$ cat src/rtl/buzzer_scheduler.sv
// Round-robin time-share of NREQ buzzer lines: ON_CYCLES on per grant, then GAP_CYCLES silent.
// Latency req->buzz is one cycle from idle; enable low aborts the active grant and holds off new ones.
module buzzer_scheduler #(
  parameter int NREQ       = 3,
  parameter int ON_CYCLES  = 31,
  parameter int GAP_CYCLES = 4,
  parameter int CNT_W      = 5
) (
  input  logic            clk,
  input  logic            rst_n,
  input  logic            enable,
  input  logic [NREQ-1:0] req,
  output logic [NREQ-1:0] buzz,
  output logic [NREQ-1:0] pending,
  output logic            busy,
  output logic            done
);

  localparam logic [1:0] S_IDLE = 2'd0;
  localparam logic [1:0] S_ON   = 2'd1;
  localparam logic [1:0] S_GAP  = 2'd2;

  localparam int PTR_W = $clog2(NREQ);
  localparam logic [CNT_W-1:0] ON_LOAD  = CNT_W'(ON_CYCLES - 1);
  localparam logic [CNT_W-1:0] GAP_LOAD = CNT_W'((GAP_CYCLES > 0) ? GAP_CYCLES - 1 : 0);
  localparam logic [PTR_W-1:0] PTR_RST  = PTR_W'(NREQ - 1);

  logic [1:0]       state_q, state_d;
  logic [CNT_W-1:0] cnt_q, cnt_d;
  logic [PTR_W-1:0] rr_ptr_q, rr_ptr_d;
  logic [NREQ-1:0]  pending_q, pending_d;
  logic [NREQ-1:0]  buzz_q, buzz_d;
  logic             done_q, done_d;

  logic [NREQ-1:0]  active, eff_req, cand, sel_oh;
  logic [PTR_W-1:0] sel, idx;
  logic             found, grant;

  // The channel currently sounding ignores its own request: it is merged into the grant.
  assign active  = (state_q == S_ON) ? buzz_q : '0;
  assign eff_req = req & ~active;
  assign cand    = pending_q | eff_req;

  always_comb begin
    sel    = rr_ptr_q;
    found  = 1'b0;
    idx    = '0;
    sel_oh = '0;
    for (int k = 1; k <= NREQ; k++) begin
      idx = PTR_W'((int'(rr_ptr_q) + k) % NREQ);
      if (!found && cand[idx]) begin
        found = 1'b1;
        sel   = idx;
      end
    end
    sel_oh[sel] = 1'b1;
  end

  always_comb begin
    state_d  = state_q;
    cnt_d    = cnt_q;
    rr_ptr_d = rr_ptr_q;
    buzz_d   = buzz_q;
    grant    = 1'b0;
    case (state_q)
      S_IDLE: grant = enable && found;
      S_ON: begin
        if (!enable) begin
          state_d = S_IDLE;
          cnt_d   = '0;
          buzz_d  = '0;
        end else if (cnt_q != '0) begin
          cnt_d = cnt_q - 1'b1;
        end else if (GAP_CYCLES == 0) begin
          grant   = found;
          state_d = S_IDLE;
          buzz_d  = '0;
        end else begin
          state_d = S_GAP;
          cnt_d   = GAP_LOAD;
          buzz_d  = '0;
        end
      end
      S_GAP: begin
        if (!enable) begin
          state_d = S_IDLE;
          cnt_d   = '0;
        end else if (cnt_q != '0) begin
          cnt_d = cnt_q - 1'b1;
        end else begin
          grant   = found;
          state_d = S_IDLE;
        end
      end
      default: begin
        state_d = S_IDLE;
        cnt_d   = '0;
        buzz_d  = '0;
      end
    endcase
    if (grant) begin
      state_d  = S_ON;
      cnt_d    = ON_LOAD;
      buzz_d   = sel_oh;
      rr_ptr_d = sel;
    end
    // A grant clears only its own channel; new requests on others still latch.
    pending_d = cand & ~(grant ? sel_oh : '0);
    done_d    = (state_d == S_ON) && (cnt_d == '0);
  end

  always_ff @(posedge clk or negedge rst_n) begin
    if (!rst_n) begin
      state_q   <= S_IDLE;
      cnt_q     <= '0;
      rr_ptr_q  <= PTR_RST;
      pending_q <= '0;
      buzz_q    <= '0;
      done_q    <= 1'b0;
    end else begin
      state_q   <= state_d;
      cnt_q     <= cnt_d;
      rr_ptr_q  <= rr_ptr_d;
      pending_q <= pending_d;
      buzz_q    <= buzz_d;
      done_q    <= done_d;
    end
  end

  assign buzz    = buzz_q;
  assign pending = pending_q;
  assign done    = done_q;
  assign busy    = (state_q != S_IDLE);

endmodule

$ cat config.mk
export PLATFORM = sky130hd
export DESIGN_NAME = buzzer_scheduler
export DESIGN_NICKNAME = d
export VERILOG_FILES = /design/src/rtl/buzzer_scheduler.sv
export SDC_FILE = /design/constraint.sdc
export NUM_CORES = 1
export LEC_CHECK = 0
export BUFFER_PORTS_ARGS = -buffer_cell sky130_fd_sc_hd__buf_2
export CAP_MARGIN = 30
export CORE_MARGIN = 10
export CORE_UTILIZATION = 25
export CTS_CLUSTER_DIAMETER = 40
export CTS_CLUSTER_SIZE = 20
export DETAILED_ROUTE_END_ITERATION = 7
export HOLD_SLACK_MARGIN = 0.06
export PLACE_DENSITY = 0.41
export SLEW_MARGIN = 20
export SYNTH_ARGS = -nofsm -noshare
export SYNTH_HDL_FRONTEND = slang
export SYNTH_SLANG_ARGS = --single-unit
$ cat constraint.sdc
create_clock -name clk -period 2.8 [get_ports clk]
set_input_delay 0.56 -clock clk [delete_from_list [all_inputs] [get_ports clk]]
set_output_delay 0.56 -clock clk [all_outputs]
set_load 0.05 [all_outputs]
After elaboration in Yosys (flattened, before gate mapping)
Index checks and enable logic that the tools add are counted.
- add/sub/neg operators: 4
- order comparisons: 5
- reductions and logical operators: 13
- bitwise logic cells: 5
- mux-type cells: 35
- divide/modulo/power cells: 3
- equality and inequality tests: 5
- operator list (cell ; count):
    $mod A32 B3 Y32 const B ; 3
    $mux W5 ; 5
    $mux W2 ; 8
    $mux W3 ; 5
    $pmux W5 S3 ; 1
    $lt A2 B3 Y1 const B ; 4
    $mux W1 ; 9
    $add A2 B2 Y3 const B ; 2
    $and A3 B3 Y3 ; 2
    $bmux W1 S2 ; 3
    $not A3 Y3 ; 2
    $pmux W2 S3 ; 1
    $pmux W3 S2 ; 1
    $logic_and A1 B1 Y1 ; 5
    $logic_not A5 Y1 ; 1
    $reduce_bool A5 Y1 ; 1
    $sub A5 B1 Y5 const B ; 1
    $eq A2 B1 Y1 const B ; 2
    $ne A4 B4 Y1 const B ; 1
    $add A2 B1 Y3 const B ; 1
    $or A3 B3 Y3 ; 1
    $demux W1 S2 ; 1
    $eq A2 B2 Y1 const B ; 1
    $ge A2 B1 Y1 const B ; 1
    7 further kinds ; 8
- input bits: 6
- register bits after elaboration: 16
- word-level logic and storage cells: 76
- output and inout bits: 8

Depth between registers and ports, before layout
- depth in word-level cells: 21
- gate-level depth with buffers: 10
- gate-level depth less buffers: 9

Worst setup path after synthesis
OpenSTA, ideal clock, no wires.
- path kind: reg-to-reg
- start point: reg buzz_q[1], in the netlist buzz[1]
- end point: reg buzz_q[0], in the netlist buzz[0]
- setup time: 0.122 ns
- setup slack: 0.658 ns
- data required time: 2.678 ns
- arrival time: 2.020 ns
- cell stages (with the launch flop): 6
- buffers on the path: 0
- period minus slack after synthesis: 2.142 ns
- cells stage by stage: dfrtp_1 > nor4bb_4 > or4b_1 > and2b_4 > a31o_4 > a32o_1
- cells in the longest elaborated chain, start to end: 18
- RTL lines (what ; RTL line ; RTL):
    start: declaration ; 32 ; logic [NREQ-1:0] buzz_q, buzz_d;
    start signal: assignment ; 125 ; buzz_q <= buzz_d;
    $mux W3 * ; 40 ; assign active = (state_q == S_ON) ? buzz_q : '0;
    $not A3 Y3 * ; 41 ; assign eff_req = req & ~active;
    $and A3 B3 Y3 * ; 41 ;
    $or A3 B3 Y3 * ; 42 ; assign cand = pending_q | eff_req;
    $bmux W1 S2 ; 51 ; if (!found && cand[idx]) begin
    $mux W1 (implied by the code) ; 51 ;
    $mux W1 ; 51 ;
    $logic_not A1 Y1 ; 51 ;
    [... 2 more ...] ; -- ;
    $logic_not A1 Y1 ; 51 ;
    $logic_and A1 B1 Y1 ; 51 ;
    $mux W2 or $mux W1 (tied branches) ; 51 ;
    $lt A2 B3 Y1 (implied by the code), or another cell as far along ; 56 ; sel_oh[sel] = 1'b1;
    $logic_and A1 B1 Y1 (implied by the code) or $mux W1 (tied branches) ; 56, 85 ;
    $mux W1 (implied by the code) or $pmux W1 S2 (tied branches) ; 56, 65 ;
    $demux W1 S2, or another cell as far along ; 56 ;
    $mux W3 or $reduce_and A2 Y1 (tied branches) ; -- ;
Mark *: on every way between the ends. The rest lies on a longest branch, timed or not. The select of a mux whose other input is x is not followed.
A chain may end at the register's enable or synchronous reset.

Worst setup path in the final report
- start point: reg cnt_q[0]
- end point: reg done_q, in the netlist done
- cells in the longest elaborated chain, start to end: 7
- RTL lines (what ; RTL line ; RTL):
    start: declaration ; 29 ; logic [CNT_W-1:0] cnt_q, cnt_d;
    start signal: assignment ; 122 ; cnt_q <= cnt_d;
    $sub A5 B1 Y5 or $reduce_bool A5 Y1 (tied branches) ; -- ;
    $mux W5, or another cell as far along ; 88 ; end else if (cnt_q != '0) begin
    $mux W5, or another cell as far along ; 85 ; if (!enable) begin
    $pmux W5 S3, or another cell as far along ; 65 ; case (state_q)
    $mux W5 or $mux W2 (tied branches) ; 101 ; if (grant) begin
    $logic_not A5 Y1 or $eq A2 B1 Y1 (tied branches) ; 109 ; done_d = (state_d == S_ON) && (cnt_d == '0);
    $logic_and A1 B1 Y1 * ; 109 ;
    net done_d ; 33 ; logic done_q, done_d;
    end signal: assignment ; 126 ; done_q <= done_d;
    end: declaration ; 33 ;
Mark *: on every way through the listed nets, which the timed path passes. The rest lies on a longest branch.

==> results by stage <==
Global route:
- The via count of the first global-routing pass is roughly 1100.
- Global routing consumed, over all layers together, 8.415% of the routing resources.
- Global routing finished with a remaining overflow of 0.
- The number of antenna violations at the first check in global routing is 0.
- The global-route wire length before repair is between 5 and 6 mm.
- Entering global routing, the biggest net connects 17 pins.

Drt:
- The first TritonRoute pass finished after 4 iterations.
- In the routed layout, each cell is associated on average with a via count of 5.423.
- In the final routed layout, each cell accounts on average for roughly 16 um.
- The detailed router finished its first iteration with between 40 and 50 violations.
- The via count of the routed design is 1052.
- The number of design rule violations left after detail routing is 0.
- The count of nets left with antenna violations once routing finished came out at 0.
- The final layout contains routed wiring with a total length of 3.138 mm.

Pwr:
- The design internal power is 779.8 uW.
- The switching part of the total power is 50.06%.
- The switching power summed over all nets is 781.8 uW.
- The standby leakage power is 0.0005488 uW.
- The share of total power dissipated in sequential elements is 27.1%.
- The share of total power in the clock network is 12.0%.
- Per report_power, the combinational group accounts for 60.9% of the total.
- The maximum VDD drop is between 0.4 and 0.5 mV.
- Dividing total power by cell area gives a power density of 1152 nW/um^2.

Logic synthesis:
- The share of synthesized registers carrying an async set or reset is between 90% and 100%.
- The dominant synthesized flop cell is sky130_fd_sc_hd__dfrtp_1.
- The sequential share of the synthesized area is 33.86%.
- The number of enable flip-flop cells after synthesis is 0.
- Counting every net in the synthesized netlist gives 138.
- The distinct cell type count after synthesis is 49.
- The count of mapped cells out of synthesis is 126.
- The synthesized design contains 16 register bits.
- The mean instance size in the synthesized netlist is ~9.4 um^2.
- The cell area that synthesis handed to floorplanning was ~1200 um^2.
- The Yosys step of the flow raised 0 warnings.

Timing:
- In the post-route analysis, the smallest setup slack over all paths is 0.5383 ns.
- The final-report hold violation count was 0.
- At the pin with the least slew margin, the transition time is between 0.5 and 0.6 ns.
- In the final timing run, aggregate negative setup slack is 0 ns.
- The number of setup violations in the final report is 0.
- Setup repair after global routing left no endpoint under its margin.
- The number of pins exceeding their max-slew limit in the final report came to 0.
- After layout, the worst path uses 80.77% of the clock period.
- The setup clock skew after layout is approximately 0.0032 ns.
- Based on the critical path, the design can be clocked at up to 442.2 MHz.
- The clock period could shrink to 2.262 ns.
- The relative slew slack is between 60% and 70%.

CTS:
- The later pin in the worst-skew pair is clocked with a latency of 0.25 ns.
- The number of H-tree levels is 1.
- Hold repair after CTS inserted 0 buffers.
- The clock passes through at most 2 buffers.
- In this run the clock root is driven by a sky130_fd_sc_hd__clkbuf_8.
- The clock sink count is 16.
- The CTS clock-pin slew for the worst setup and hold paths is 0.07 ns.
- Buffers added to address setup during post-CTS repair amount to 0.
- The number of gates resized after CTS was 0.
- The CTS tree is done.
- Counting the buffers created by CTS gives 3.

Place:
- Port buffering added 13 buffers.
- The congestion estimate from routability-driven global placement came to 0.8396.
- The setup slack at placement is about 0.51 ns.
- After detailed placement, the design holds a cell count of 190.
- The placed wire-length estimate after detailed placement is 2.451 mm.

Critical path:
- Traced cell by cell, the critical path runs through inv_1 > ha_1 > or4b_1 > ha_1 > a31oi_1 > nand4_1 > nor3b_1.
- The startpoint type of the worst setup path is a register.
- In this run the critical register-to-register path is launched from cnt_q[0].
- The total buffers and inverters traversed by the critical path is 1.
- The data arrival at the endpoint of the critical path is 2.42 ns.
- The master of the slowest instance on the critical path is sky130_fd_sc_hd__or4b_1.
- The top fanout value on the critical path is 10.
- The endpoint type of the worst setup path is a register.
- The cell family contributing the most delay on the critical path is simple AND/OR/NAND/NOR gates.
- The critical path starts at cnt_q[0].
- For the worst setup path, the data required time is 2.96 ns.
- In this design, the stage delay of the slowest critical-path cell is 0.59 ns.
- The worst setup path is of the register to register kind.
- The most repeated library cell on the critical path is sky130_fd_sc_hd__ha_1.

Cells and area:
- Summing all multi-input logic gate instances after layout gives ~730 um^2.
- Counting the fill cells in the layout gives 509.
- The count of non-filler cells in the finished layout is 194.
- The most frequent standard cell in the layout excluding fill and tap cells is sky130_fd_sc_hd__dfrtp_1.
- 0 antenna diodes ended up in the layout.
- The net count reported at finish is 153.
- In the final layout, flip-flops and latches occupy 401.6 um^2.
- The post-route netlist has 20.00% of its cells at a drive strength greater than 1.
- In the layout the commonest cells are 15 x sky130_fd_sc_hd__dfrtp_1, 13 x sky130_fd_sc_hd__nand2_1, 13 x sky130_fd_sc_hd__buf_2.
- Relative to the synthesized area, the layout overhead comes to 14.24%.

Die:
- The die is 88.88 um wide.
- In this run the count of I/O pins placed on the die edge is 14.
- The die area is 7900 um^2.
- The core region area is ~4700 um^2.
- The initial utilization of the core area, before any placement, comes to between 20 and 30%.
- The chip height is about 90 um.
- The initialized floorplan defines 25 standard-cell rows.

Min path:
- The worst hold path belongs to the class primary input to async pin.

Outcome:
- The flow ran to the end, and the final reports show no timing, DRC or antenna violations.

Run:
- The total of max-cap violations is 0.
==> flip-flops by register name (all words and copies together) (netlist names) <==
signal    count
cnt_q         5
state_q       2
rr_ptr_q      2
pending       3
done          1
buzz          3
==> layer usage <==
metal / GRT usage [%] / vias to the layer above / part of all wire, %
met1: 9.496 / 510 / 45
met2: 14.49 / 29 / 49
met3: 3.223 / 4 / 5.4
met5: 0 / - / 0
li1: - / 509 / -
met4: 2.056 / 0 / 0.99
==> cell usage after synthesis, drive strengths merged, types with 3 or more instances <==
cell type  number  area, um^2
a21oi           5       25.02
a31oi           3       25.02
a32oi           3       26.28
clkbuf          3       11.26
dfrtp          15       375.4
ha              6       75.07
inv             9       33.78
nand2          13       48.80
nor2            9       33.78
nor3            3       15.01
nor3b           3       22.52
o21ai           7       35.03
o22ai           4       25.02
or4b            3       30.03
==> cells by family (layout without fill, tap and decap cells) <==
logic type	count (synthesis)	in the layout	synth area share (%)
adder cells (fa/ha/maj)	6	6	6.329
flip-flops	16	16	33.86
AND/OR/NAND/NOR	51	51	27.22
XOR/XNOR	2	2	1.477
multiplexers	1	1	0.8439
buffers and inverters	13	27	4.219
AO/OA/AOI/OAI	37	37	26.06
==> per-stage QoR <==
| stage | total power (uW) | util (%) | area (um^2) | hold slack (ns) |
|---|---|---|---|---|
| 3_3_place_gp | 1388 | 28.11 | 1310 | 0.5043 |
| 6_report | 1562 | 29.07 | 1355 | 0.2253 |
| 3_5_place_dp | 1377 | 28.11 | 1310 | 0.5076 |
| 5_1_grt | 1698 | 29.07 | 1355 | 0.2410 |
| 4_1_cts | 1573 | 29.07 | 1355 | 0.2341 |
| 2_1_floorplan | 1146 | - | 1186 | 0.2644 |
==> worst paths after layout <==
check                                    to  slack [ns]  cells past startpoint
worst max register to register         done        0.54                      7
worst min register to register      buzz[2]        0.56                      2
worst min-delay path             pending[1]        0.23                      1
worst max-delay path                   done        0.54                      7
max in group asynchronous       rr_ptr_q[1]        2.26                      1
min in group clk                    buzz[2]        0.56                      2
==> power by group through the flow <==
stage / clock [uW] / sequential, uW / combinational, uW
floorplan: 0 / 509 / 637
global placement: 0 / 427 / 960
detailed placement: 0 / 428 / 949
CTS: 194 / 424 / 956
global route: 206 / 438 / 1050
finish: 187 / 423 / 951
==> cell type report <==
class                   instances  share of cell area, %
repair buffers                 14                  5.355
well taps                      54                  4.986
clock buffers                   4                  3.324
flip-flops and latches         16                  29.64
inverters                       9                  2.493
multi-input cells              97                  54.20
Power figures use the tool's default switching activity.
